==> src/rtl/wb_skid_reg_if.sv <==
// MEM->WB handshake bundle for the write-back skid register.
// slave: the register itself; master: the MEM/WB stages around it.
interface wb_skid_reg_if #(
   parameter int XLEN = 32,
   parameter int RD_W = 5
);
   logic            flush;
   logic            in_valid;
   logic            in_ready;
   logic [XLEN-1:0] in_alu_result;
   logic [XLEN-1:0] in_read_data;
   logic [XLEN-1:0] in_pc_plus4;
   logic [XLEN-1:0] in_imm_ext;
   logic [1:0]      in_result_src;
   logic [RD_W-1:0] in_rd;
   logic            in_reg_write;
   logic            out_valid;
   logic            out_ready;
   logic [XLEN-1:0] out_a;
   logic [XLEN-1:0] out_b;
   logic [XLEN-1:0] out_c;
   logic [XLEN-1:0] out_d;
   logic [1:0]      out_s;
   logic [RD_W-1:0] out_rd;
   logic            out_reg_write;

   modport slave (
      input  flush, in_valid, in_alu_result, in_read_data, in_pc_plus4, in_imm_ext,
             in_result_src, in_rd, in_reg_write, out_ready,
      output in_ready, out_valid, out_a, out_b, out_c, out_d, out_s, out_rd, out_reg_write
   );

   modport master (
      output flush, in_valid, in_alu_result, in_read_data, in_pc_plus4, in_imm_ext,
             in_result_src, in_rd, in_reg_write, out_ready,
      input  in_ready, out_valid, out_a, out_b, out_c, out_d, out_s, out_rd, out_reg_write
   );
endinterface

==> src/rtl/wb_skid_reg.sv <==
// MEM/WB pipeline register with a 1-entry skid buffer; in_ready is registered.
// Optional WB_RETIRE_CNT_EN adds a retire_count output counting every transfer.
module wb_skid_reg #(
   parameter int XLEN = 32,
   parameter int RD_W = 5
) (
   input  logic             clk,
   input  logic             rst_n,
   wb_skid_reg_if.slave     bus
`ifdef WB_RETIRE_CNT_EN
   ,
   output logic [31:0]      retire_count
`endif
);

   typedef struct packed {
      logic [XLEN-1:0] a;
      logic [XLEN-1:0] b;
      logic [XLEN-1:0] c;
      logic [XLEN-1:0] d;
      logic [1:0]      s;
      logic [RD_W-1:0] rd;
      logic            rw;
   } entry_t;

   entry_t r_main, r_skid;
   logic   r_out_valid, r_skid_valid, r_in_ready;

   entry_t w_in, w_main_nxt, w_skid_nxt;
   logic   w_ov_nxt, w_sv_nxt;
   logic   w_accept, w_xfer;

   assign w_in.a  = bus.in_alu_result;
   assign w_in.b  = bus.in_read_data;
   assign w_in.c  = bus.in_pc_plus4;
   assign w_in.d  = bus.in_imm_ext;
   assign w_in.s  = bus.in_result_src;
   assign w_in.rd = bus.in_rd;
   assign w_in.rw = bus.in_reg_write;

   assign w_accept = bus.in_valid & r_in_ready;
   assign w_xfer   = r_out_valid & bus.out_ready;

   // Skid always drains into main first so ordering is preserved.
   always_comb begin
      w_main_nxt = r_main;
      w_skid_nxt = r_skid;
      w_ov_nxt   = r_out_valid;
      w_sv_nxt   = r_skid_valid;
      if (bus.flush) begin
         w_ov_nxt = 1'b0;
         w_sv_nxt = 1'b0;
      end else if (!r_out_valid || w_xfer) begin
         if (r_skid_valid) begin
            w_main_nxt = r_skid;
            w_ov_nxt   = 1'b1;
            if (w_accept) w_skid_nxt = w_in;
            else          w_sv_nxt   = 1'b0;
         end else if (w_accept) begin
            w_main_nxt = w_in;
            w_ov_nxt   = 1'b1;
         end else begin
            w_ov_nxt   = 1'b0;
         end
      end else if (w_accept) begin
         w_skid_nxt = w_in;
         w_sv_nxt   = 1'b1;
      end
   end

   always_ff @(posedge clk or negedge rst_n) begin
      if (!rst_n) begin
         r_main       <= '0;
         r_skid       <= '0;
         r_out_valid  <= 1'b0;
         r_skid_valid <= 1'b0;
         r_in_ready   <= 1'b1;
      end else begin
         r_main       <= w_main_nxt;
         r_skid       <= w_skid_nxt;
         r_out_valid  <= w_ov_nxt;
         r_skid_valid <= w_sv_nxt;
         r_in_ready   <= !w_sv_nxt;
      end
   end

   assign bus.in_ready      = r_in_ready;
   assign bus.out_valid     = r_out_valid;
   assign bus.out_a         = r_main.a;
   assign bus.out_b         = r_main.b;
   assign bus.out_c         = r_main.c;
   assign bus.out_d         = r_main.d;
   assign bus.out_s         = r_main.s;
   assign bus.out_rd        = r_main.rd;
   // x0 is hardwired zero, so writes to it never reach the register file.
   assign bus.out_reg_write = r_out_valid & r_main.rw & (r_main.rd != '0);

`ifdef WB_RETIRE_CNT_EN
   logic [31:0] r_retire_cnt;

   always_ff @(posedge clk or negedge rst_n) begin
      if (!rst_n)      r_retire_cnt <= '0;
      else if (w_xfer) r_retire_cnt <= r_retire_cnt + 32'd1;
   end

   assign retire_count = r_retire_cnt;
`endif

endmodule

==> src/flat_wrapper.sv <==
// flat-port wrapper written by rule: the top's interface ports become plain ports
module wb_skid_reg_flat 
#(
   parameter int XLEN = 32,
   parameter int RD_W = 5
)
  (clk, rst_n, bus_flush, bus_in_valid, bus_in_alu_result, bus_in_read_data, bus_in_pc_plus4, bus_in_imm_ext, bus_in_result_src, bus_in_rd, bus_in_reg_write, bus_out_ready, bus_in_ready, bus_out_valid, bus_out_a, bus_out_b, bus_out_c, bus_out_d, bus_out_s, bus_out_rd, bus_out_reg_write);
  wb_skid_reg_if #(.XLEN(XLEN), .RD_W(RD_W)) bus_i ();
  input  logic clk;
  input  logic rst_n;
  input wire logic [$bits(bus_i.flush)-1:0] bus_flush;
  input wire logic [$bits(bus_i.in_valid)-1:0] bus_in_valid;
  input wire logic [$bits(bus_i.in_alu_result)-1:0] bus_in_alu_result;
  input wire logic [$bits(bus_i.in_read_data)-1:0] bus_in_read_data;
  input wire logic [$bits(bus_i.in_pc_plus4)-1:0] bus_in_pc_plus4;
  input wire logic [$bits(bus_i.in_imm_ext)-1:0] bus_in_imm_ext;
  input wire logic [$bits(bus_i.in_result_src)-1:0] bus_in_result_src;
  input wire logic [$bits(bus_i.in_rd)-1:0] bus_in_rd;
  input wire logic [$bits(bus_i.in_reg_write)-1:0] bus_in_reg_write;
  input wire logic [$bits(bus_i.out_ready)-1:0] bus_out_ready;
  output wire logic [$bits(bus_i.in_ready)-1:0] bus_in_ready;
  output wire logic [$bits(bus_i.out_valid)-1:0] bus_out_valid;
  output wire logic [$bits(bus_i.out_a)-1:0] bus_out_a;
  output wire logic [$bits(bus_i.out_b)-1:0] bus_out_b;
  output wire logic [$bits(bus_i.out_c)-1:0] bus_out_c;
  output wire logic [$bits(bus_i.out_d)-1:0] bus_out_d;
  output wire logic [$bits(bus_i.out_s)-1:0] bus_out_s;
  output wire logic [$bits(bus_i.out_rd)-1:0] bus_out_rd;
  output wire logic [$bits(bus_i.out_reg_write)-1:0] bus_out_reg_write;
  assign bus_i.flush = bus_flush;
  assign bus_i.in_valid = bus_in_valid;
  assign bus_i.in_alu_result = bus_in_alu_result;
  assign bus_i.in_read_data = bus_in_read_data;
  assign bus_i.in_pc_plus4 = bus_in_pc_plus4;
  assign bus_i.in_imm_ext = bus_in_imm_ext;
  assign bus_i.in_result_src = bus_in_result_src;
  assign bus_i.in_rd = bus_in_rd;
  assign bus_i.in_reg_write = bus_in_reg_write;
  assign bus_i.out_ready = bus_out_ready;
  assign bus_in_ready = bus_i.in_ready;
  assign bus_out_valid = bus_i.out_valid;
  assign bus_out_a = bus_i.out_a;
  assign bus_out_b = bus_i.out_b;
  assign bus_out_c = bus_i.out_c;
  assign bus_out_d = bus_i.out_d;
  assign bus_out_s = bus_i.out_s;
  assign bus_out_rd = bus_i.out_rd;
  assign bus_out_reg_write = bus_i.out_reg_write;
  wb_skid_reg #(.XLEN(XLEN), .RD_W(RD_W)) u_core (.clk(clk), .rst_n(rst_n), .bus(bus_i));
endmodule
==> config.mk <==
export PLATFORM = sky130hd
export DESIGN_NAME = wb_skid_reg_flat
export DESIGN_NICKNAME = d
export VERILOG_FILES = /design/src/rtl/wb_skid_reg_if.sv /design/src/rtl/wb_skid_reg.sv /design/src/flat_wrapper.sv
export SDC_FILE = /design/constraint.sdc
export NUM_CORES = 1
export LEC_CHECK = 0
export ABC_AREA = 0
export ABC_CLOCK_PERIOD_IN_PS = 1990
export CAP_MARGIN = 20
export CORE_MARGIN = 2
export CORE_UTILIZATION = 40
export DETAILED_ROUTE_END_ITERATION = 16
export HOLD_SLACK_MARGIN = 0.12
export PLACE_DENSITY_LB_ADDON = 0.2
export SLEW_MARGIN = 20
export SYNTH_ARGS = -nofsm -noshare
export SYNTH_HDL_FRONTEND = slang
export SYNTH_SLANG_ARGS = --single-unit
==> constraint.sdc <==
create_clock -name clk -period 1.99 [get_ports clk]
set_input_delay 0.398 -clock clk [delete_from_list [all_inputs] [get_ports clk]]
set_output_delay 0.398 -clock clk [all_outputs]
set_load 0.01 [all_outputs]
; After elaboration in Yosys (flattened, before gate mapping)
; Cells that the tools add are included.
[word_totals]
register_bits = 275
input_bits = 141
output_inout_bits = 138
wordCells = 44
[classes]
n_eq_ne = 1
muxes = 13
bitwise = 5
reduce_logical = 8
[ops]
columns = op, n
row1 = $mux W136, 5
row2 = $mux W1, 8
row3 = $reduce_bool A5 Y1, 1
row4 = $and A1 B1 Y1, 4
row5 = $reduce_bool A2 Y1, 2
row6 = $reduce_and A3 Y1, 1
row7 = $logic_not A1 Y1, 2
row8 = $ne A2 B1 Y1 const B, 1
row9 = $reduce_and A2 Y1, 1
row10 = $logic_or A1 B1 Y1, 1
row11 = $not A1 Y1, 1

; Logic depth before layout (Yosys ltp)
; Gate-level depths: netlist (run 1).
[logic_depth]
depth_word = 6
mapped_depth = 6
ltp_nobuf = 3

; Worst setup path after synthesis (run 1)
; No wires, ideal clock.
[synth_timing]
kind = reg2reg
from = register u_core.r_in_ready, in the netlist u_core.bus.in_ready
to = register u_core.r_main (netlist bit u_core.bus.out_c[10])
setup_time_ns = 0.125
arrival_time_ns = 1.605
slack_ns = 0.260
path_stages_with_launch = 7
path_buffers = 3
cell_sequence = dfstp_2 -> nand2_1 -> a211oi_2 -> buf_4 -> buf_12 -> buf_12 -> mux2_4
[synth_via]
elab_chain_cells = 3
[synth_lines]
columns = item, line
row1 = "start, declared", wb_skid_reg.sv:27  ; logic r_out_valid, r_skid_valid, r_in_ready;
row2 = "start signal, assigned", wb_skid_reg.sv:83  ; r_in_ready <= !w_sv_nxt;
row3 = $and A1 B1 Y1, wb_skid_reg.sv:41  ; assign w_accept = bus.in_valid & r_in_ready;
row4 = $reduce_bool A2 Y1 (no source line), n/a
row5 = $reduce_and A3 Y1 (no source line), n/a
row6 = "end signal, assigned", wb_skid_reg.sv:79  ; r_main <= w_main_nxt;
row7 = "end, declared", wb_skid_reg.sv:26  ; entry_t r_main, r_skid;
; No other way between the ends.
; A chain may end at the register's enable or synchronous reset.

; Worst setup path after layout (run 1)
[layout_timing]
from = register u_core.r_main (netlist bit u_core.bus.out_rd[1])
to = output bus_out_reg_write
[layout_via]
elab_chain_cells = 2
[layout_lines]
columns = item, line
row1 = $reduce_bool A5 Y1, wb_skid_reg.sv:96  ; assign bus.out_reg_write = r_out_valid & r_main.rw & (r_main.rd != '0);
row2 = $and A1 B1 Y1, wb_skid_reg.sv:96
row3 = "end, declared", flat_wrapper.sv:29  ; output wire logic [$bits(bus_i.out_reg_write)-1:0] bus_out_reg_write;
; No other way between the ends.

==> impl_metrics.yaml, run 1 <==
sta:
  finClkSkew_ns: 0.00627
  max_slew_margin_pct: 68.1
  transition_time_at_the_pin_with_the_least_slew_margin_ns: 0.478
  fmax_ghz: 0.467
  period_share_pct: 108
  report.final.hold_viol_count: 0
  max_slew_violation_count: 0
  report.final.setup_viol: 1
  grt_setup_unrepaired: "true"
  final.setup.worst_slack_ns: -0.150
  period_minus_slack_ns: 2.14
critical_path:
  worstPathMaxFanout: 2
  end_kind: "output pin"
  critical_path_class: "reg2out"
  path_buf_inv: 1
  cp_num_cells: 3
  path_delay_family: "simple AND/OR/NAND/NOR gates"
  critical_path.max_stage_delay_ns: 0.38
  critical-path-slowest-cell: "sky130_fd_sc_hd__or3_1"
  worstPathCellList: "or3_1, o311a_1, buf_2"
  critical_path_arrival_ns: 1.74
  cp_data_required_time_ns: 1.59
  reg2regPathDepth: 6
  critPathLaunchType: "register"
floorplanning:
  rows: 66
  die-width_um: 186
  core_region_area_um2: 32600
  area_enclosed_by_the_die_boundary_um2: 34800
  dieHeight_um: 186
  pin_count: 279
  start_util_pct: 40.8
drt:
  drt-wirelength-per-cell_um: 17.9
  drt-pass1-iter-count: 4
  drt_first_iter_violations: 220
  totalWireLength_um: 27300
  remaining_drc_errors: 0
  vias: 7148
  average_vias_per_placed_instance: 4.69
  antenna_left: 0
clock_tree:
  clk_latency_ns: 0.55
  clock_tree.buffer_depth: 3
  clk_pin_slew_worst_paths_ns: 0.06
  clock-sinks: 275
  cts_tree: "yes"
  tritoncts.num_buffers: 31
  ctsHtreeMaxLevel: 1
  cts_root_buffer: "sky130_fd_sc_hd__clkbuf_16"
global_routing:
  antenna_found_initial: 1
  global_route.usage.total_pct: 15.6
  grt_start_max_net_pins: 75
  wire_length_of_the_first_global_routing_pass_um: 43800
  grt-ovfl-total: 0
  grt_pass1_vias: 7501
yosys:
  synth.yosys.warnings: 0
  yosysSeqAreaShare_pct: 51.7
  synthCells: 876
  ys_ff_latch: 275
  syn-mean-instance-area_um2: 15.2
  yosys.cell_types.count: 20
  mappedNetlistNets: 1017
  syn_area_um2: 13300
finish:
  number_of_fill_cells_in_the_layout: 2756
  mostFrequentLayoutCells: "sky130_fd_sc_hd__mux2_2, sky130_fd_sc_hd__dfrtp_1, sky130_fd_sc_hd__clkdlybuf4s50_1, sky130_fd_sc_hd__mux2_4, sky130_fd_sc_hd__clkbuf_16"
  final_common_cell: "sky130_fd_sc_hd__mux2_2"
  finish.utilization_pct: 51.9
  areaGrowthSynthToFinish_pct: 27.3
  nNetsFinal: 1196
  post_route_cells_drive_above_1_share_pct: 47.3
place:
  preCtsSetupSlack_ns: -0.303
  place.port_buffers: 278
  hpwl_um: 18500
  gpl.final_weighted_congestion: 0.709
run_status:
  violated_checks: "setup timing"
  status: "finished, violations left"
power_and_ir_drop:
  powerDensity_nw_per_um2: 1070
  ir_drop_v: 0.000751
  p_leak_nw: 7.09
hold_path:
  hold_path_class: "in2async"
flow_run:
  max_cap_violations: 0
-- layout make-up --
cell class / instances / area, µm² / area share [%]
inverter: 1 / 3.75 / 0.0222
clock buffer: 49 / 933 / 5.51
tap: 442 / 553 / 3.26
multi-input combinational: 420 / 5010 / 29.5
sequential: 275 / 6890 / 40.6
clock inverter: 9 / 178 / 1.05
antenna: 1 / 2.50 / 0.0148
timing repair buffer: 326 / 3380 / 19.9
-- per-layer routing --
| metal | track usage (%) | vias to the layer above | wire, µm |
|---|---|---|---|
| met1 | 21.6 | 3622 | 12500 |
| met5 | 0 | - | 0 |
| met3 | 3.14 | 38 | 1420 |
| li1 | - | 3309 | - |
| met4 | 4.34 | 0 | 550 |
| met2 | 24.8 | 179 | 12900 |
-- per-stage QoR --
| stage | instance area [µm²] | hold WS, ns | TNS, ns | total power [mW] | cells |
|---|---|---|---|---|---|
| after CTS | 16900 | 0.347 | -0.204 | 18.3 | 1521 |
| after detailed placement | 15800 | 0.356 | -68.68 | 12.1 | 1461 |
| after floorplan | 13300 | 0.102 | 0 | 10.7 | 876 |
| after global placement | 15800 | 0.356 | -65.47 | 12.0 | 1461 |
| final | 16900 | 0.356 | -0.150 | 18.1 | 1523 |
| after global routing | 16900 | 0.369 | -0.229 | 19.0 | 1523 |
-- worst register-to-register path, delay by kind of cell, from the launching register on --
kind | cells | cell delay (ns)
muxes | 1 | 0.36
AOI/OAI and AO/OA | 1 | 0.28
buffers and inverters | 3 | 0.56
and+or+nand+nor | 1 | 0.17
DFF | 1 | 0.42
-- worst paths after layout --
path / from / end / slack, ns
min reg2reg: u_core.r_skid[125]$_DFFE_PN0P_ / u_core.r_skid[125]$_DFFE_PN0P_ / 0.50
max: u_core.bus.out_rd[1]$_DFFE_PN0P_ / bus_out_reg_write / -0.15
min in group clk: bus_in_alu_result[3] / u_core.r_skid[107]$_DFFE_PN0P_ / 0.48
max in group asynchronous: rst_n / u_core.r_skid[126]$_DFFE_PN0P_ / 0.94
min: rst_n / u_core.bus.out_a[7]$_DFFE_PN0P_ / 0.36
max reg2reg: u_core.bus.out_valid$_DFFE_PN0P_ / u_core.bus.out_b[24]$_DFFE_PN0P_ / 0.09
-- sequential cells by signal, indices dropped and copies added (netlist names) --
register and flops:
u_core.r_skid 136, u_core.bus.out_a 32, u_core.bus.out_b 32, u_core.bus.out_c 32, u_core.bus.out_d 32, u_core.bus.out_rd 5, u_core.bus.out_s 2, u_core.bus.in_ready 1
u_core.bus.out_valid 1, u_core.r_main 1, u_core.r_skid_valid 1
-- power breakdown --
group / switching [mW] / internal, mW
Clock: 2.28 / 3.85
Combinational: 1.33 / 2.83
Sequential: 0.743 / 7.02
Total: 4.36 / 13.7
-- cells in the mapped netlist --
cell type / number / area (µm²)
sky130_fd_sc_hd__nand2b_1: 2 / 12.5
sky130_fd_sc_hd__or3_1: 1 / 6.26
sky130_fd_sc_hd__mux2_2: 328 / 3690
sky130_fd_sc_hd__buf_12: 9 / 180
sky130_fd_sc_hd__nand2_1: 1 / 3.75
sky130_fd_sc_hd__and2_1: 1 / 6.26
sky130_fd_sc_hd__mux2_4: 80 / 1200
sky130_fd_sc_hd__buf_2: 14 / 70.1
sky130_fd_sc_hd__inv_1: 1 / 3.75
sky130_fd_sc_hd__a211oi_2: 2 / 25.0
sky130_fd_sc_hd__dfstp_2: 1 / 26.3
sky130_fd_sc_hd__o311a_1: 1 / 10.0
sky130_fd_sc_hd__clkbuf_1: 1 / 3.75
sky130_fd_sc_hd__buf_8: 1 / 15.0
sky130_fd_sc_hd__buf_4: 155 / 1160
sky130_fd_sc_hd__a31oi_1: 1 / 6.26
sky130_fd_sc_hd__and2b_4: 1 / 10.0
sky130_fd_sc_hd__nor2b_1: 1 / 6.26
sky130_fd_sc_hd__maj3_1: 1 / 10.0
sky130_fd_sc_hd__dfrtp_1: 274 / 6860
-- repair_timing --
action,in CTS,in global routing
resized for setup,6,6
setup buffers,1,0
hold buffers,1,0
endpoints found under the setup margin,4,95
pin swaps,1,2
gates cloned,0,1
hold endpoints to repair,43,0
-- cells by family (layout without fill, tap and decap cells) --
family	count (synthesis)	in the layout	synth area share, %
compound gates	4	4	0.310
fa+ha+maj	1	1	0.0752
buf+inv	181	385	10.8
flops	275	275	51.7
mux	408	408	36.8
other cells	0	1	0
simple gates	7	7	0.338
Note: power is estimated with default switching activity, not from simulation.
==> inputs of run 2 (changes only) <==
==> constraint.sdc (replaced) <==
create_clock -name clk -period 1.99 [get_ports clk]
set_input_delay 0.398 -clock clk [delete_from_list [all_inputs] [get_ports clk]]
set_output_delay 0.398 -clock clk [all_outputs]
set_load 0.1 [all_outputs]
==> run 2 against run 1 <==
The run still ends with setup timing left. Non-clock buffer count increased by 3. Critical path depth unchanged. Power increased by 21%. Via count about the same. Design area shrank 1.1%. First-iteration DRC count is 4.5% lower. Core utilization fell by 0.58 points. Sequential share of layout area is 0.49 points higher. Die area unchanged. Wire length is 1.8% higher. Critical endpoint unchanged. Largest cell class unchanged.
==> impl_metrics.yaml, run 2 (synthesis results as in run 1) <==
run_status:
  status: "finished, violations left"
  violated_checks: "setup timing"
power_and_ir_drop:
  powerDensity_nw_per_um2: 1310
  sw_frac_of_total_pct: 39.0
  total_switching_power_mw: 8.53
  clock_power_share_pct: 27.2
  share_seq_of_total_power_pct: 35.5
  p_int_mw: 13.3
  p_leak_nw: 7.23
  ir_drop_v: 0.000891
  power_mw: 21.9
  combinationalPowerShare_pct: 37.3
finish:
  mostFrequentLayoutCells: "sky130_fd_sc_hd__mux2_2, sky130_fd_sc_hd__dfrtp_1, sky130_fd_sc_hd__buf_4, sky130_fd_sc_hd__clkdlybuf4s50_1, sky130_fd_sc_hd__mux2_4"
  post_route_cells_drive_above_1_share_pct: 60.9
  sequential_cell_area_um2: 6890
  number_of_fill_cells_in_the_layout: 2778
  finish.utilization_pct: 51.4
  areaGrowthSynthToFinish_pct: 25.9
  final_common_cell: "sky130_fd_sc_hd__mux2_2"
  largest_register: "u_core.r_skid"
  antenna-diode-count: 0
  flip_flop_count_of_the_largest_register_all_copies_and_words_added: 136
  multi_input_area_um2: 5030
  nNetsFinal: 1199
drt:
  vias: 7145
  remaining_drc_errors: 0
  drt-pass1-iter-count: 4
  totalWireLength_um: 27800
  drt-wirelength-per-cell_um: 18.3
  average_vias_per_placed_instance: 4.69
  antenna_left: 0
  drt_first_iter_violations: 210
flow_run:
  max_cap_violations: 0
global_routing:
  global_route.usage.total_pct: 15.6
  grt-ovfl-total: 0
  grt_start_max_net_pins: 64
  wire_length_of_the_first_global_routing_pass_um: 43800
  grt_pass1_vias: 7581
  antenna_found_initial: 0
critical_path:
  critical_path_class: "reg2out"
  reg2regPathDepth: 6
  worstPathMaxFanout: 2
  cp_data_required_time_ns: 1.59
  timing.critical_path.from: "u_core.bus.out_rd[1]$_DFFE_PN0P_"
  critical_path_arrival_ns: 1.80
  critPathLaunchType: "register"
  worst_flop_to_flop_path_endpoint: "u_core.bus.out_b[8]$_DFFE_PN0P_"
  end_kind: "output pin"
  r2r_slack_ns: 0.04
  regToRegStartpoint: "u_core.bus.in_ready$_DFF_PN1_"
place:
  gpl.final_weighted_congestion: 0.763
  place.port_buffers: 278
  hpwl_um: 18800
floorplanning:
  die-width_um: 186
  area_enclosed_by_the_die_boundary_um2: 34800
  core_region_area_um2: 32600
  pin_count: 279
  rows: 66
  start_util_pct: 40.8
  dieHeight_um: 186
clock_tree:
  tritoncts.num_buffers: 31
  cts_tree: "yes"
  clock-sinks: 275
  ctsHtreeMaxLevel: 1
  clk_latency_ns: 0.55
  clk_pin_slew_worst_paths_ns: 0.06
  cts_root_buffer: "sky130_fd_sc_hd__clkbuf_16"
  clock_tree.buffer_depth: 3
sta:
  worst_hold_slack_across_all_endpoints_ns: 0.351
  max_slew_margin_pct: 72.3
  period_share_pct: 110
  report.final.hold_viol_count: 0
  report.final.setup_viol: 1
  period_minus_slack_ns: 2.20
  final.setup.worst_slack_ns: -0.207
  totalNegativeSetupSlack_ns: -0.207
  transition_time_at_the_pin_with_the_least_slew_margin_ns: 0.415
  max_slew_violation_count: 0
  finClkSkew_ns: 0.0194
  grt_setup_unrepaired: "true"
  fmax_ghz: 0.455
hold_path:
  hold_path_class: "in2async"
-- run 2: changes by cell type in the layout (fill, tap and decap cells not counted), sizes merged --
cell,delta
buf,+137
clkbuf,-7
clkdlybuf4s50,-132
clkinv,+6
clkinvlp,+3
diode,-1
dlygate4sd2,-2
dlymetal6s2s,-3
inv,-2
-- run 2: worst max-delay path by stage --
stage                                        to  depth (start not counted)
2_1_floorplan  u_core.bus.out_c[10]$_DFFE_PN0P_                          6
3_3_place_gp   u_core.bus.out_rd[2]$_DFFE_PN0P_                          6
3_5_place_dp   u_core.bus.out_rd[0]$_DFFE_PN0P_                          6
4_1_cts                       bus_out_reg_write                          3
5_1_grt                       bus_out_reg_write                          3
6_report                      bus_out_reg_write                          3
-- run 2: repair_timing --
action                                  CTS  global route
endpoints found under the setup margin   69            66
hold buffers                              1             0
gates cloned                              0             5
gates resized for setup                   4            12
pin swaps                                 1             1
hold endpoints to repair                 71             0
buffers inserted                          0             3
-- run 2: final cells by class --
cell class / count / area share [%]
clock buffers: 39 / 5.11
well taps: 442 / 3.30
clock inverters: 16 / 1.29
inverters: 1 / 0.0224
multi-input cells: 420 / 30.0
flip-flops and latches: 275 / 41.1
repair buffers: 329 / 19.1
-- run 2: power by group through the flow --
| stage | combinational [mW] | clock [mW] | sequential (mW) |
|---|---|---|---|
| 4_1_cts | 8.18 | 6.15 | 7.78 |
| 2_1_floorplan | 7.28 | 0 | 7.61 |
| 3_3_place_gp | 8.08 | 0 | 7.82 |
| 3_5_place_dp | 8.16 | 0 | 7.85 |
| 5_1_grt | 8.44 | 6.42 | 7.96 |
| 6_report | 8.15 | 5.95 | 7.77 |
-- run 2: worst max-delay path, stage by stage, from the launching register on --
cell,delay (ns)
sky130_fd_sc_hd__dfrtp_1,0.38
sky130_fd_sc_hd__or3_4,0.39
sky130_fd_sc_hd__o311a_4,0.32
sky130_fd_sc_hd__buf_12,0.17
-- run 2: metrics by stage --
stage	std cells	area (µm²)	setup slack, ns
2_1_floorplan	876	13300	0.00602
3_3_place_gp	1458	15500	-0.282
3_5_place_dp	1458	15500	-0.337
4_1_cts	1514	16600	-0.247
5_1_grt	1522	16800	-0.267
6_report	1522	16800	-0.207
-- run 2: metal layers --
layer / track usage [%] / vias up / share of wire (%)
li1: - / 3301 / -
met5: 0 / - / 0
met3: 3.80 / 39 / 5.7
met1: 20.8 / 3634 / 44
met2: 25.8 / 171 / 48
met4: 3.48 / 0 / 2.0
==> inputs of run 3 (changes only) <==
--- a/config.mk
+++ b/config.mk
@@ -11,7 +11,6 @@
 export CORE_MARGIN = 2
 export CORE_UTILIZATION = 40
 export DETAILED_ROUTE_END_ITERATION = 16
-export HOLD_SLACK_MARGIN = 0.12
 export PLACE_DENSITY_LB_ADDON = 0.2
 export SLEW_MARGIN = 20
 export SYNTH_ARGS = -nofsm -noshare
==> results of run 3 <==
Final layout, timing and power as in run 2 (identical DEF).
